==> src/rtl/regfile_debug_port.sv <==
// Debug master for the core register file: dumps all registers over an output
// stream or loads x1..x31 from an input stream, stalling the core while busy.
module regfile_debug_port #(
    parameter int unsigned DATA_W   = 64,
    parameter int unsigned NUM_REGS = 32
) (
    input  logic              clk,
    input  logic              reset,
    input  logic              i_start_dump,
    input  logic              i_start_load,
    output logic              o_busy,
    output logic              o_done,
    output logic [4:0]        o_rf_addr,
    input  logic [DATA_W-1:0] i_rf_rdata,
    output logic [DATA_W-1:0] o_rf_wdata,
    output logic              o_rf_we,
    output logic              o_out_valid,
    input  logic              i_out_ready,
    output logic [DATA_W-1:0] o_out_data,
    output logic [4:0]        o_out_idx,
    input  logic              i_in_valid,
    output logic              o_in_ready,
    input  logic [DATA_W-1:0] i_in_data
);

    localparam int unsigned IDX_W = 5;
    localparam logic [IDX_W-1:0] LAST_IDX  = IDX_W'(NUM_REGS - 1);
    localparam logic [IDX_W-1:0] FIRST_LD  = IDX_W'(1);
    localparam logic [IDX_W-1:0] IDX_ONE   = IDX_W'(1);

    typedef enum logic [2:0] {
        S_IDLE,
        S_DUMP_RD,
        S_DUMP_OUT,
        S_LOAD,
        S_DONE
    } state_t;

    state_t             r_state;
    state_t             w_next_state;
    logic [IDX_W-1:0]   r_idx;
    logic [IDX_W-1:0]   w_next_idx;
    logic [DATA_W-1:0]  r_out_data;
    logic [DATA_W-1:0]  w_next_out_data;
    logic [IDX_W-1:0]   r_out_idx;
    logic [IDX_W-1:0]   w_next_out_idx;
    logic               r_busy;
    logic               r_done;
    logic               r_out_valid;
    logic               r_in_ready;
    logic               w_last;

    assign w_last = (r_idx == LAST_IDX);

    // State, index, dump word and registered status outputs.
    always_ff @(posedge clk) begin
        if (reset) begin
            r_state     <= S_IDLE;
            r_idx       <= '0;
            r_out_data  <= '0;
            r_out_idx   <= '0;
            r_busy      <= 1'b0;
            r_done      <= 1'b0;
            r_out_valid <= 1'b0;
            r_in_ready  <= 1'b0;
        end else begin
            r_state     <= w_next_state;
            r_idx       <= w_next_idx;
            r_out_data  <= w_next_out_data;
            r_out_idx   <= w_next_out_idx;
            r_busy      <= (w_next_state != S_IDLE);
            r_done      <= (w_next_state == S_DONE);
            r_out_valid <= (w_next_state == S_DUMP_OUT);
            r_in_ready  <= (w_next_state == S_LOAD);
        end
    end

    // Next-state logic and the register-file port drive.
    always_comb begin
        w_next_state    = r_state;
        w_next_idx      = r_idx;
        w_next_out_data = r_out_data;
        w_next_out_idx  = r_out_idx;
        o_rf_addr       = '0;
        o_rf_wdata      = '0;
        o_rf_we         = 1'b0;

        case (r_state)
            S_IDLE: begin
                if (i_start_dump) begin
                    w_next_state = S_DUMP_RD;
                    w_next_idx   = '0;
                end else if (i_start_load) begin
                    w_next_state = S_LOAD;
                    w_next_idx   = FIRST_LD;
                end
            end

            S_DUMP_RD: begin
                o_rf_addr       = r_idx;
                w_next_out_data = i_rf_rdata;
                w_next_out_idx  = r_idx;
                w_next_state    = S_DUMP_OUT;
            end

            S_DUMP_OUT: begin
                o_rf_addr = r_idx;
                if (i_out_ready) begin
                    if (w_last) begin
                        w_next_state = S_DONE;
                    end else begin
                        w_next_idx   = r_idx + IDX_ONE;
                        w_next_state = S_DUMP_RD;
                    end
                end
            end

            S_LOAD: begin
                o_rf_addr  = r_idx;
                o_rf_wdata = i_in_data;
                // A write sampled together with reset would commit; suppress it.
                o_rf_we    = i_in_valid && !reset;
                if (i_in_valid) begin
                    if (w_last) begin
                        w_next_state = S_DONE;
                    end else begin
                        w_next_idx = r_idx + IDX_ONE;
                    end
                end
            end

            S_DONE: begin
                w_next_state = S_IDLE;
            end

            default: begin
                w_next_state = S_IDLE;
            end
        endcase
    end

    assign o_busy      = r_busy;
    assign o_done      = r_done;
    assign o_out_valid = r_out_valid;
    assign o_in_ready  = r_in_ready;
    assign o_out_data  = r_out_data;
    assign o_out_idx   = r_out_idx;

endmodule

==> config.mk <==
export PLATFORM = sky130hd
export DESIGN_NAME = regfile_debug_port
export DESIGN_NICKNAME = d
export VERILOG_FILES = /design/src/rtl/regfile_debug_port.sv
export SDC_FILE = /design/constraint.sdc
export NUM_CORES = 1
export LEC_CHECK = 0
export ABC_AREA = 1
export BUFFER_PORTS_ARGS = -buffer_cell sky130_fd_sc_hd__buf_2
export CORE_AREA = 2 2 106 108
export CTS_CLUSTER_SIZE = 8
export DETAILED_ROUTE_END_ITERATION = 7
export DIE_AREA = 0 0 108 110
export PLACE_DENSITY = 0.77
export SETUP_SLACK_MARGIN = 0.15
export SLEW_MARGIN = 20
export SYNTH_ARGS = -nofsm -noshare
export SYNTH_HDL_FRONTEND = slang
export SYNTH_SLANG_ARGS = --single-unit
==> constraint.sdc <==
create_clock -name clk -period 2.11 [get_ports clk]
set_input_delay 0.1055 -clock clk [delete_from_list [all_inputs] [get_ports clk]]
set_output_delay 0.1055 -clock clk [all_outputs]
set_load 0.02 [all_outputs]
# After elaboration in Yosys (flattened, before gate mapping)
# Cells that the tools add are included.
[classes]
n_addsub = 1
n_reduce_logical = 7
eq_ne = 10
muxes = 16
[ops]
columns = ["op", "count"]
rows = [
  ["64-bit 2-to-1 mux", 1],
  ["5-bit 2-to-1 mux", 6],
  ["3-bit 2-to-1 mux", 6],
  ["5-bit case mux with 3 select lines", 1],
  ["3-bit by 2-bit == test with 1-bit output (second input constant)", 4],
  ["3-bit case mux with 4 select lines", 1],
  ["3-bit nonzero test", 2],
  ["5-bit by 1-bit adder with 5-bit output (second input constant)", 1],
  ["5-bit == test (second input constant)", 1],
  ["2-bit inequality test (second input constant)", 2],
  ["4-bit AND reduction", 1],
  ["3-bit by 1-bit == test with 1-bit output (second input constant)", 1],
  ["3-bit == test (second input constant)", 1],
  ["3-bit logical NOT", 1],
  ["3-bit inequality test (second input constant)", 1],
  ["3-bit OR reduction", 1],
  ["1-bit logical AND", 1],
  ["1-bit logical NOT", 1],
  ["1-bit 2-to-1 mux", 1],
]
[word_totals]
in_bits = 134
regBits = 81
word_cells = 42

# Depth between registers and ports, before layout
# Gate-level depths: netlist of the first run.
[depth]
ltp_word = 5
ltp_mapped = 11

# Worst setup path after synthesis of the first run
# OpenSTA, ideal clock, no wires.
[synth_path]
path_type = "reg-to-reg"
startpoint = "reg r_idx[1]"
endpoint = "reg r_busy (netlist: o_busy)"
n_path_buf = 0
stages_incl_launch_ff = 11
slack_ns = 0.635
arrival_time_ns = 1.356
t_required_ns = 1.991
setup_ns = 0.119
cell_sequence = "dfxtp_1 ha_1 nand2_1 nor2_1 ha_1 inv_1 o21ai_0 and2_1 nand2_2 nand2_2 nand2_1"
[synth_via]
elab_chain_len = 5
[synth_rtl]
columns = ["element", "line", "source"]
rows = [
  ["start: declaration", "41", "logic [IDX_W-1:0] r_idx;"],
  ["start signal: assignment", "68", "r_idx <= w_next_idx;"],
  ["5-bit == test (*)", "53", "assign w_last = (r_idx == LAST_IDX);"],
  ["3-bit 2-to-1 mux (on tied branches)", "124, 109", ""],
  ["3-bit 2-to-1 mux (on tied branches)", "123, 108", ""],
  ["3-bit case mux with 4 select lines (*)", "88", "case (r_state)"],
  ["3-bit nonzero test (*)", "71", "r_busy <= (w_next_state != S_IDLE);"],
  ["end signal: assignment", "71", ""],
  ["end: declaration", "47", "logic r_busy;"],
]
# Every way passes the cells marked *; elsewhere a longest branch is shown, timed or not.
# A chain may end at the register's enable or synchronous reset.

# Worst setup path after layout of the first run
[layout_path]
startpoint = "reg r_state[1]"
endpoint = "out o_rf_addr[4]"
[layout_via]
elab_chain_len = 3
[layout_rtl]
columns = ["element", "line", "source"]
rows = [
  ["start: declaration", "39", "state_t r_state;"],
  ["start signal: assignment", "67", "r_state <= w_next_state;"],
  ["3-bit by 2-bit == test with 1-bit output or 3-bit by 1-bit == test with 1-bit output (tied branches)", "88", ""],
  ["3-bit OR reduction (no source line) (*)", "--", ""],
  ["5-bit 2-to-1 mux (*)", "88", ""],
  ["end: declaration", "13", "output logic [4:0] o_rf_addr,"],
]
# Marks and branches as above.

==> impl_results.md, run 1 <==
- Filler instances: 1,097
- Row cnt: 38
- Largest cells by area after synthesis: dfxtp_1, nor2_1, o21ai_0
- EDFF count, synth: 0
- Antenna violations before repair: 0
- Clk_skew: 0.0138 ns
- Max_cap viols: 0
- Actual slew at the worst max-slew pin: 0.696 ns
- Gate Count Post-Synth: 536
- Clock Tree Buf Depth: 2
- WS Path Type: reg2out
- WL/cell: 12.2 um
- CP required: ~2.0 ns
- PwrDens: 844 nW/um^2
- Layout Nets: around 1,000
- Peak supply drop: 0.000598 V
- Post-route cell area: 5680 um^2
- Final setup vio count: 0
- Synthesized Nets: 672
- Seq. cell area: 1620 um^2
- Final Max Tran Viols: 0
- Buffers added on ports: about 280
- Unique masters post-synth: 23
- Global-route wire length before repair: 17,700 um
- Min-delay worst type: in2reg
- Critical path's top delay family: compound AO/OA/AOI/OAI gates
- Remaining DRCs: 0
- GRT Util Overall: 0.187
- Met2 Track Usage GR: 0.331
- Iter 0 DRT Violations: 336
- Leakage power total: 3.28 nW
- Status: finished clean
- Reg2reg end: o_busy
- Crit-path slowest cell: o21ai_0
- Detail Route Antenna Nets: 0
- Clock Sinks: 81
- Pre-CTS setup slack: 0.420 ns
- R2R Setup Slk: about 0.42 ns
- Part of the Yosys area used for sequential elements: 0.458
- Final Instance Count excl. Fillers: 984
- Postcts setup bufs: 0
- Top cell type's share of synthesized area: 0.458
- GR Util met1: 0.227
- Avg Synthesized Cell Area: between 6 and 7 um^2
- Setup crit start kind: register
- CP endpoint kind: output port
- Largest net degree at the start of global routing: between 60 and 70
- Root Buffer: clkbuf_8
- Post-placement cell count: approximately 930
- Worst-path clk slew: 0.08 ns
- Worst Hold Path Cells: 3
- Most common cell in the netlist: nor2_1
- Fin crit period: between 1.5 and 2 ns
- RePlAce Congestion: 0.844
- Layout cells sized above 1: 0.364
- RSZ-0062 raised after global routing: no
- H-tree depth: 3
- Drt via density: 4.26
- Slowest Stage Delay on Critical Path: ~0.60 ns
- Asr flop ratio synth: 0
- Antenna diodes: 0
- Initial Util: 0.331
- Top cells by count, synth: nor2_1, dfxtp_1, inv_1, o21ai_0, nand2_1
- Die height: 110 um
- Core ar.: approximately 11,000 um^2
- #FFs+latches synth: 81
- Top FF cell, synth: dfxtp_1
- Cell Chain, Critical Path: o21ai_0, nor2_1, buf_2
- Chip width: 108 um
- Hold Path Sink: o_out_data[57]
- Global route overflow: 0
- Crit Path Max Fanout: 7
- Hold_buf cts: 42
- Number of buffers and inverters on the critical path: 1
- Footprint of the multi-input gates: 1470 um^2
- Yosys top cell by area: dfxtp_1
- Area Overhead vs Synth: 60.3%
- Final worst setup slack: 0.345 ns
- Synthesized cell area: 3540 um^2
- Layer with the highest usage: met2
- Post-cts sizing count: 0
- Io pins: 277
- DPL Wire Length: 8610 um
- Final period util: 0.837
- Reg2reg path depth: 10
- Final hold vios: 0
- Worst hold start: i_rf_rdata[57]
- Highest clock rate: 0.567 GHz
- GR Util met3: 0.0441
- Drt pass-1 iters: 4
- DIE AREA: 11,900 um^2
- Vias in the first global route: 3,826
- Worst R2R Start: r_idx[1]
- Slew HR: 0.531
- CTS buffer count: 9
- Drt total wl: 12,000 um
- Synth warn: 0
- Placed Area: 5020 um^2
- CTS tree: yes
- Setup TNS: 0 ns
- Routed vias: 4,196
- Clk_lat worst skew: 0.35 ns
- Crit path arrival time: 1.66 ns
area by class of cell:
type | instances | area share
Inverter | 81 | 0.0535
Timing Repair Buffer | 323 | 0.328
Clock inverter | 6 | 0.0203
Clock buffer | 9 | 0.0218
Multi-Input combinational cell | 344 | 0.260
Sequential cell | 81 | 0.286
Tap cell | 140 | 0.0309
worst register-to-register path, cell delays in order, from the launching register on:
cell and delay, ns:
dfxtp_1 0.38, ha_1 0.18, nand2_1 0.07, nor2_1 0.11, ha_1 0.19, inv_1 0.08
o21ai_0 0.19, and2_1 0.17, nand2_2 0.06, nand2_2 0.09, nand2_1 0.06
layout by cell type, fill, tap and decap left out, drive strengths merged:
cell,n
nand3,9
inv,83
bufinv,3
clkinvlp,1
nand4,2
ha,2
buf,281
dlygate4sd3,42
nor3b,1
nand3b,1
dfxtp,81
and2,1
o21ai,76
a21oi,10
nor3,1
clkbuf,9
nand2,24
nor2,217
power by group:
| part | switching, mW | internal, mW |
|---|---|---|
| sequential | 0.123 | 1.76 |
| combinational | 0.982 | 0.557 |
| clock | 0.575 | 0.788 |
| total | 1.68 | 3.11 |
sequential cells by signal, indices dropped and copies added (netlist names):
name and flops:
o_busy 1, o_done 1, o_in_ready 1, o_out_data 64, o_out_idx 5, o_out_valid 1
r_idx 5, r_state 3
kinds of logic (layout without fill, tap and decap cells):
| group | after synthesis | after routing | share of synthesized area |
|---|---|---|---|
| AOI/OAI and AO/OA | 86 | 86 | 0.122 |
| adders and majority gates | 2 | 2 | 0.00706 |
| buffers and inverters | 111 | 419 | 0.128 |
| DFF | 81 | 81 | 0.458 |
| and+or+nand+nor | 256 | 256 | 0.286 |
through the flow:
step           utilization  total power, mW  hold slack, ns
3_5_place_dp         0.469             3.40           0.360
5_1_grt              0.531             5.07          0.0136
2_1_floorplan            -             2.87           0.175
4_1_cts              0.531             4.84        0.000415
3_3_place_gp         0.469             3.37           0.354
6_report             0.531             4.79          0.0190
worst max-delay path by stage:
stage | endpoint | startpoint | cells past startpoint | slack [ns]
2_1_floorplan | o_busy | r_idx[1] | 10 | 0.63
3_3_place_gp | o_busy | r_idx[1] | 10 | 0.55
3_5_place_dp | o_busy | r_idx[1] | 10 | 0.42
4_1_cts | o_rf_addr[4] | r_state[1] | 3 | 0.35
5_1_grt | o_out_valid | r_idx[1] | 10 | 0.16
6_report | o_rf_addr[4] | r_state[1] | 3 | 0.34
layer usage:
metal | up-vias | part of all wire
met5 | - | 0
met4 | 0 | 0.019
met3 | 22 | 0.058
met2 | 151 | 0.49
met1 | 1808 | 0.43
li1 | 2215 | -
Note: power is estimated with default switching activity, not from simulation.
==> run 2: changes to the inputs <==
==> constraint.sdc (replaced) <==
create_clock -name clk -period 1.7 [get_ports clk]
set_input_delay 0.085 -clock clk [delete_from_list [all_inputs] [get_ports clk]]
set_output_delay 0.085 -clock clk [all_outputs]
set_load 0.02 [all_outputs]
==> run 2 against run 1 <==
- worst setup slack worse by 0.22 ns
- sequential share of layout area is 3.4 points lower
- count of clock-buffer cells in the layout is 1 higher
- sequential power is 25% higher
- cell area is 15% higher
- clock skew is 0.0060 ns lower
- critical path depth is 2 higher
- global-route usage is 1.7 points higher
- non-clock buffer count is 35 higher
- worst hold slack worse by 0.0093 ns
- critical path type unchanged
- critical endpoint is now o_rf_wdata[27]
- largest cell class unchanged
==> impl_results.md, run 2 (synthesis results as in run 1) <==
- Status: finished clean
- Drt pass-1 iters: 4
- Crit path from: r_state[2]
- CP endpoint kind: output port
- Layout Nets: ~1,000
- Root Buffer: clkbuf_8
- Crit-path slowest cell: dfxtp_4
- Clk_lat worst skew: approximately 0.34 ns
- Routed vias: 4,509
- Io pins: around 280
- Peak supply drop: 0.000578 V
- Core ar.: 10,700 um^2
- Crit Path Max Fanout: 11
- Final hold vios: 0
- Clock Tree Buf Depth: 2
- Die height: 110 um
- H-tree depth: 3
- Footprint of the multi-input gates: ~1600 um^2
- Drt total wl: 13,700 um
- Seq. cell area: 1640 um^2
- Final worst setup slack: 0.125 ns
- WS Path Type: reg2out
- Leakage power total: 3.54 nW
- Number of flip-flops in the largest register: 64
- PwrDens: 965 nW/um^2
- Area Overhead vs Synth: 84.4%
- R2R Setup Slk: ~0.21 ns
- Setup crit start kind: register
- CP required: ~1.6 ns
- Worst hold start: i_rf_rdata[5]
- Most frequent cells in the layout: buf_2, nor2_1, dfxtp_1, inv_1, o21ai_0
- DIE AREA: 11,900 um^2
- CTS tree: yes
- Chip width: 108 um
- Pre-CTS setup slack: 0.0624 ns
- RePlAce Congestion: 0.866
- Clock Sinks: 81
- Slowest Stage Delay on Critical Path: 0.36 ns
- Setup TNS: 0 ns
- Detail Route Antenna Nets: 0
- RSZ-0062 raised after global routing: yes
- Global-route wire length before repair: 19,600 um
- GRT Util Overall: 0.204
- Hold Path Sink: o_out_data[5]
- Clk_skew: 0.00778 ns
- CTS buffer count: 9
- Max_cap viols: 0
- Antenna violations before repair: 0
- Cell Chain, Critical Path: inv_4, nand3_4, bufbuf_16, nor2_1, buf_4
- Worst-path clk slew: 0.09 ns
- Row cnt: 38
- Antenna diodes: 0
- Layout cells sized above 1: 0.413
- Iter 0 DRT Violations: 301
- Actual slew at the worst max-slew pin: 0.302 ns
- Global route overflow: 0
- Vias in the first global route: 4,240
- Remaining DRCs: 0
- Most common cell after layout, fill and taps aside: buf_2
- Reg2reg path depth: 10
- Initial Util: 0.331
- Final period util: 0.927
- Drt via density: between 4 and 5
- Worst R2R Start: r_idx[1]
- DPL Wire Length: 8440 um
- Filler instances: 969
- Min-delay worst type: in2reg
- Buffers added on ports: 276
- Highest clock rate: 0.635 GHz
- Final Max Tran Viols: 0
- Slew HR: 0.799
- Crit path arrival time: 1.49 ns
- Worst Hold Path Cells: 3
- Final setup vio count: 0
- Reg2reg end: o_busy
- Fin crit period: 1.58 ns
- WL/cell: 13.5 um
- Largest net degree at the start of global routing: 76
run 2: repair_timing:
item,4_1_cts,5_1_grt
endpoints found under the setup margin,75,107
pin swaps,0,4
cloned,3,3
resized for setup,52,82
endpoints found under the hold margin,57,0
buffers inserted,8,4
hold buffers,57,0
run 2: worst max-delay path by stage:
| stage | to | slack (ns) | depth (start not counted) |
|---|---|---|---|
| after floorplan | o_busy | 0.22 | 10 |
| after global placement | o_busy | 0.14 | 10 |
| after detailed placement | o_busy | 0.06 | 10 |
| after CTS | o_rf_wdata[52] | 0.12 | 6 |
| after global routing | o_rf_wdata[42] | 0.06 | 6 |
| final | o_rf_wdata[27] | 0.12 | 5 |
run 2: per-layer routing:
layer,vias up,routed length [um],global-route usage
met5,-,0,0
met1,2011,5780,0.250
met3,26,753,0.0476
met4,0,264,0.0632
li1,2297,-,-
met2,175,6940,0.358
run 2: worst max-delay path, delay by kind of cell, from the launching register on:
| kind | cells | cell delay [ns] |
|---|---|---|
| flip-flops | 1 | 0.36 |
| AND/OR/NAND/NOR | 2 | 0.24 |
| buffers and inverters | 3 | 0.55 |
run 2: metrics by stage:
stage                     instances  total power [mW]  instance area [um^2]  hold slack [ns]   util
after floorplan                 536              3.56                  3540            0.154      -
after global placement          929              4.23                  5080            0.332  0.475
after detailed placement        929              4.26                  5080            0.340  0.475
after CTS                      1013              6.16                  6170         0.000433  0.577
after global routing           1020              6.67                  6530           0.0242  0.610
final                          1020              6.30                  6530          0.00966  0.610
run 2: cell type report:
cell class,count,share of cell area
clock buffers,10,0.0195
clock inverters,6,0.0176
inverters,81,0.0477
multi-input cells,344,0.253
flip-flops and latches,81,0.251
well taps,140,0.0268
repair buffers,358,0.385
run 2: power by group:
group | leakage (nW) | total, mW | switching [mW] | internal (mW)
Combinational | 2.75 | 2.25 | 1.34 | 0.914
Clock | 0.117 | 1.69 | 0.707 | 0.985
Sequential | 0.670 | 2.36 | 0.164 | 2.20
==> run 3: changes to the inputs <==
--- a/config.mk
+++ b/config.mk
@@ -7,11 +7,11 @@
 export LEC_CHECK = 0
 export ABC_AREA = 1
 export BUFFER_PORTS_ARGS = -buffer_cell sky130_fd_sc_hd__buf_2
-export CORE_AREA = 2 2 106 108
+export CORE_AREA = 4 4 105 107
 export CTS_CLUSTER_SIZE = 8
 export DETAILED_ROUTE_END_ITERATION = 7
-export DIE_AREA = 0 0 108 110
-export PLACE_DENSITY = 0.77
+export DIE_AREA = 0 0 109 111
+export PLACE_DENSITY = 0.81
 export SETUP_SLACK_MARGIN = 0.15
 export SLEW_MARGIN = 20
 export SYNTH_ARGS = -nofsm -noshare
==> run 3 against run 2 <==
- combinational power down 5%
- flip-flop and latch count is the same
- utilization up 0.36 points
- count of clock-buffer cells in the layout is the same
- first-iteration DRC count down 7.6%
- fmax shrank 1.9%
- non-clock buffer count is 19 lower
- total power is 2.3% lower
- cell count decreased by 2.3%
- via count fell by 2.7%
- sequential share of layout area rose by 1.2 points
==> impl_results.md, run 3 (synthesis results as in run 1) <==
- DPL Wire Length: ~9000 um
- Global-route wire length before repair: 19,500 um
- Setup TNS: 0 ns
- RSZ-0062 raised after global routing: yes
- Drt via density: 4.40
- Final hold vios: 0
- CTS buffer count: 9
- Antenna diodes: 0
- PwrDens: roughly 990 nW/um^2
- CP endpoint kind: output port
- Peak supply drop: 0.000829 V
- Die height: 111 um
- CP required: 1.62 ns
- Layout cells sized above 1: 0.409
- Max_cap viols: 0
- Worst-path clk slew: approximately 0.09 ns
- Highest clock rate: about 0.62 GHz
- Remaining DRCs: 0
- Setup crit start kind: register
- Most common cell after layout, fill and taps aside: buf_2
- CTS tree: yes
- Chip width: between 100 and 150 um
- Leakage power total: 3.41 nW
- Antenna violations before repair: 0
- Final Max Tran Viols: 0
- Global route overflow: 0
- Root Buffer: clkbuf_8
- Sw Share: 0.349
- Fin crit period: about 1.6 ns
- Row cnt: 37
- Final period util: 0.944
- Vias in the first global route: 3,956
- Post-placement cell count: 926
- WL/cell: around 14 um
- Drt total wl: 13,900 um
- Crit Path Max Fanout: 8
- Routed vias: 4,387
- Register share of total power: 0.382
- Crit path arrival time: 1.52 ns
- Area Overhead vs Synth: 75.7%
- Core ar.: 10,100 um^2
- Most frequent cells in the layout: buf_2, nor2_1, dfxtp_1, inv_1, o21ai_0
- Clock Tree Buf Depth: 2
- Slew HR: 0.770
- Iter 0 DRT Violations: about 280
- Io pins: 277
- Clk_lat worst skew: 0.34 ns
- Final setup vio count: 0
- Combinational share of power: 0.345
- WS Path Type: reg2out
- Clock share of power: 0.273
- DIE AREA: 12,100 um^2
- H-tree depth: 3
- Initial Util: 0.349
- RePlAce Congestion: 0.870
- GRT Util Overall: 0.199
- Clk_skew: 0.0152 ns
- Clock Sinks: 81
- End-of-flow core utilization: 0.614
- Drt pass-1 iters: 5
- Min-delay worst type: in2reg
- P_sw: 2.15 mW
- Layout Nets: 992
- Final Instance Count excl. Fillers: 997
- Number of flip-flops in the largest register: 64
- Actual slew at the worst max-slew pin: 0.345 ns
- Status: finished clean
- Detail Route Antenna Nets: 0
- P_int: 4.01 mW
- Buffers added on ports: 276
- Largest net degree at the start of global routing: 65
run 3: cell count changes in the layout (fill, tap and decap cells not counted), sizes merged:
cell | before | now
buf | 297 | 290
clkbuf | 12 | 14
bufbuf | 2 | 0
dlygate4sd3 | 57 | 45
run 3: critical path: stages (launching register included):
cell     delay, ns
dfxtp_4       0.37
inv_4         0.08
nand3_4       0.10
buf_6         0.16
buf_6         0.14
nor2_1        0.14
buf_4         0.18
run 3: cell type report:
cell class / count / area, um^2
Multi-Input combinational cell: 344 / 1570
Clock buffer: 10 / 128
Fill cell: 908 / 3910
Sequential cell: 81 / 1640
Clock inverter: 6 / 115
Tap cell: 136 / 170
Inverter: 81 / 307
Timing Repair Buffer: 339 / 2300
run 3: through the flow:
step / hold WS (ns) / setup slack, ns / area, um^2 / power, mW
2_1_floorplan: 0.154 / 0.225 / 3540 / 3.56
3_3_place_gp: 0.334 / 0.153 / 5050 / 4.22
3_5_place_dp: 0.340 / 0.104 / 5050 / 4.24
4_1_cts: 0.00140 / 0.135 / 5790 / 6.05
5_1_grt: 0.00898 / 0.00926 / 6220 / 6.53
6_report: 0.0150 / 0.0945 / 6220 / 6.16
run 3: layer usage:
metal,track usage,vias up,routed length [um]
met2,0.338,168,6980
met4,0.0648,0,364
met1,0.245,1927,5690
met5,0,-,0
li1,-,2259,-
met3,0.0437,33,898
run 3: final timing paths:
check                    to            from  depth (start not counted)  slack (ns)
max          o_rf_wdata[27]      r_state[2]                          6        0.09
min          o_out_data[25]  i_rf_rdata[25]                          3        0.02
max reg2reg          o_busy        r_idx[0]                         10        0.18
min reg2reg  o_out_data[58]  o_out_data[58]                          2        0.48
run 3: power groups by stage:
stage / combinational, mW / sequential [mW] / clock [mW]
floorplan: 0.856 / 2.70 / 0
finish: 2.13 / 2.35 / 1.68
detailed placement: 1.86 / 2.39 / 0
CTS: 1.97 / 2.35 / 1.73
global route: 2.32 / 2.39 / 1.82
global placement: 1.84 / 2.38 / 0
run 3: repair_timing:
action                                  4_1_cts  5_1_grt
endpoints found under the setup margin       70       75
hold endpoints to repair                     45        0
gates resized for setup                      10      105
hold buffers                                 45        0
pin swaps                                     0        1
gates cloned                                  1        5
buffers inserted                              0        4
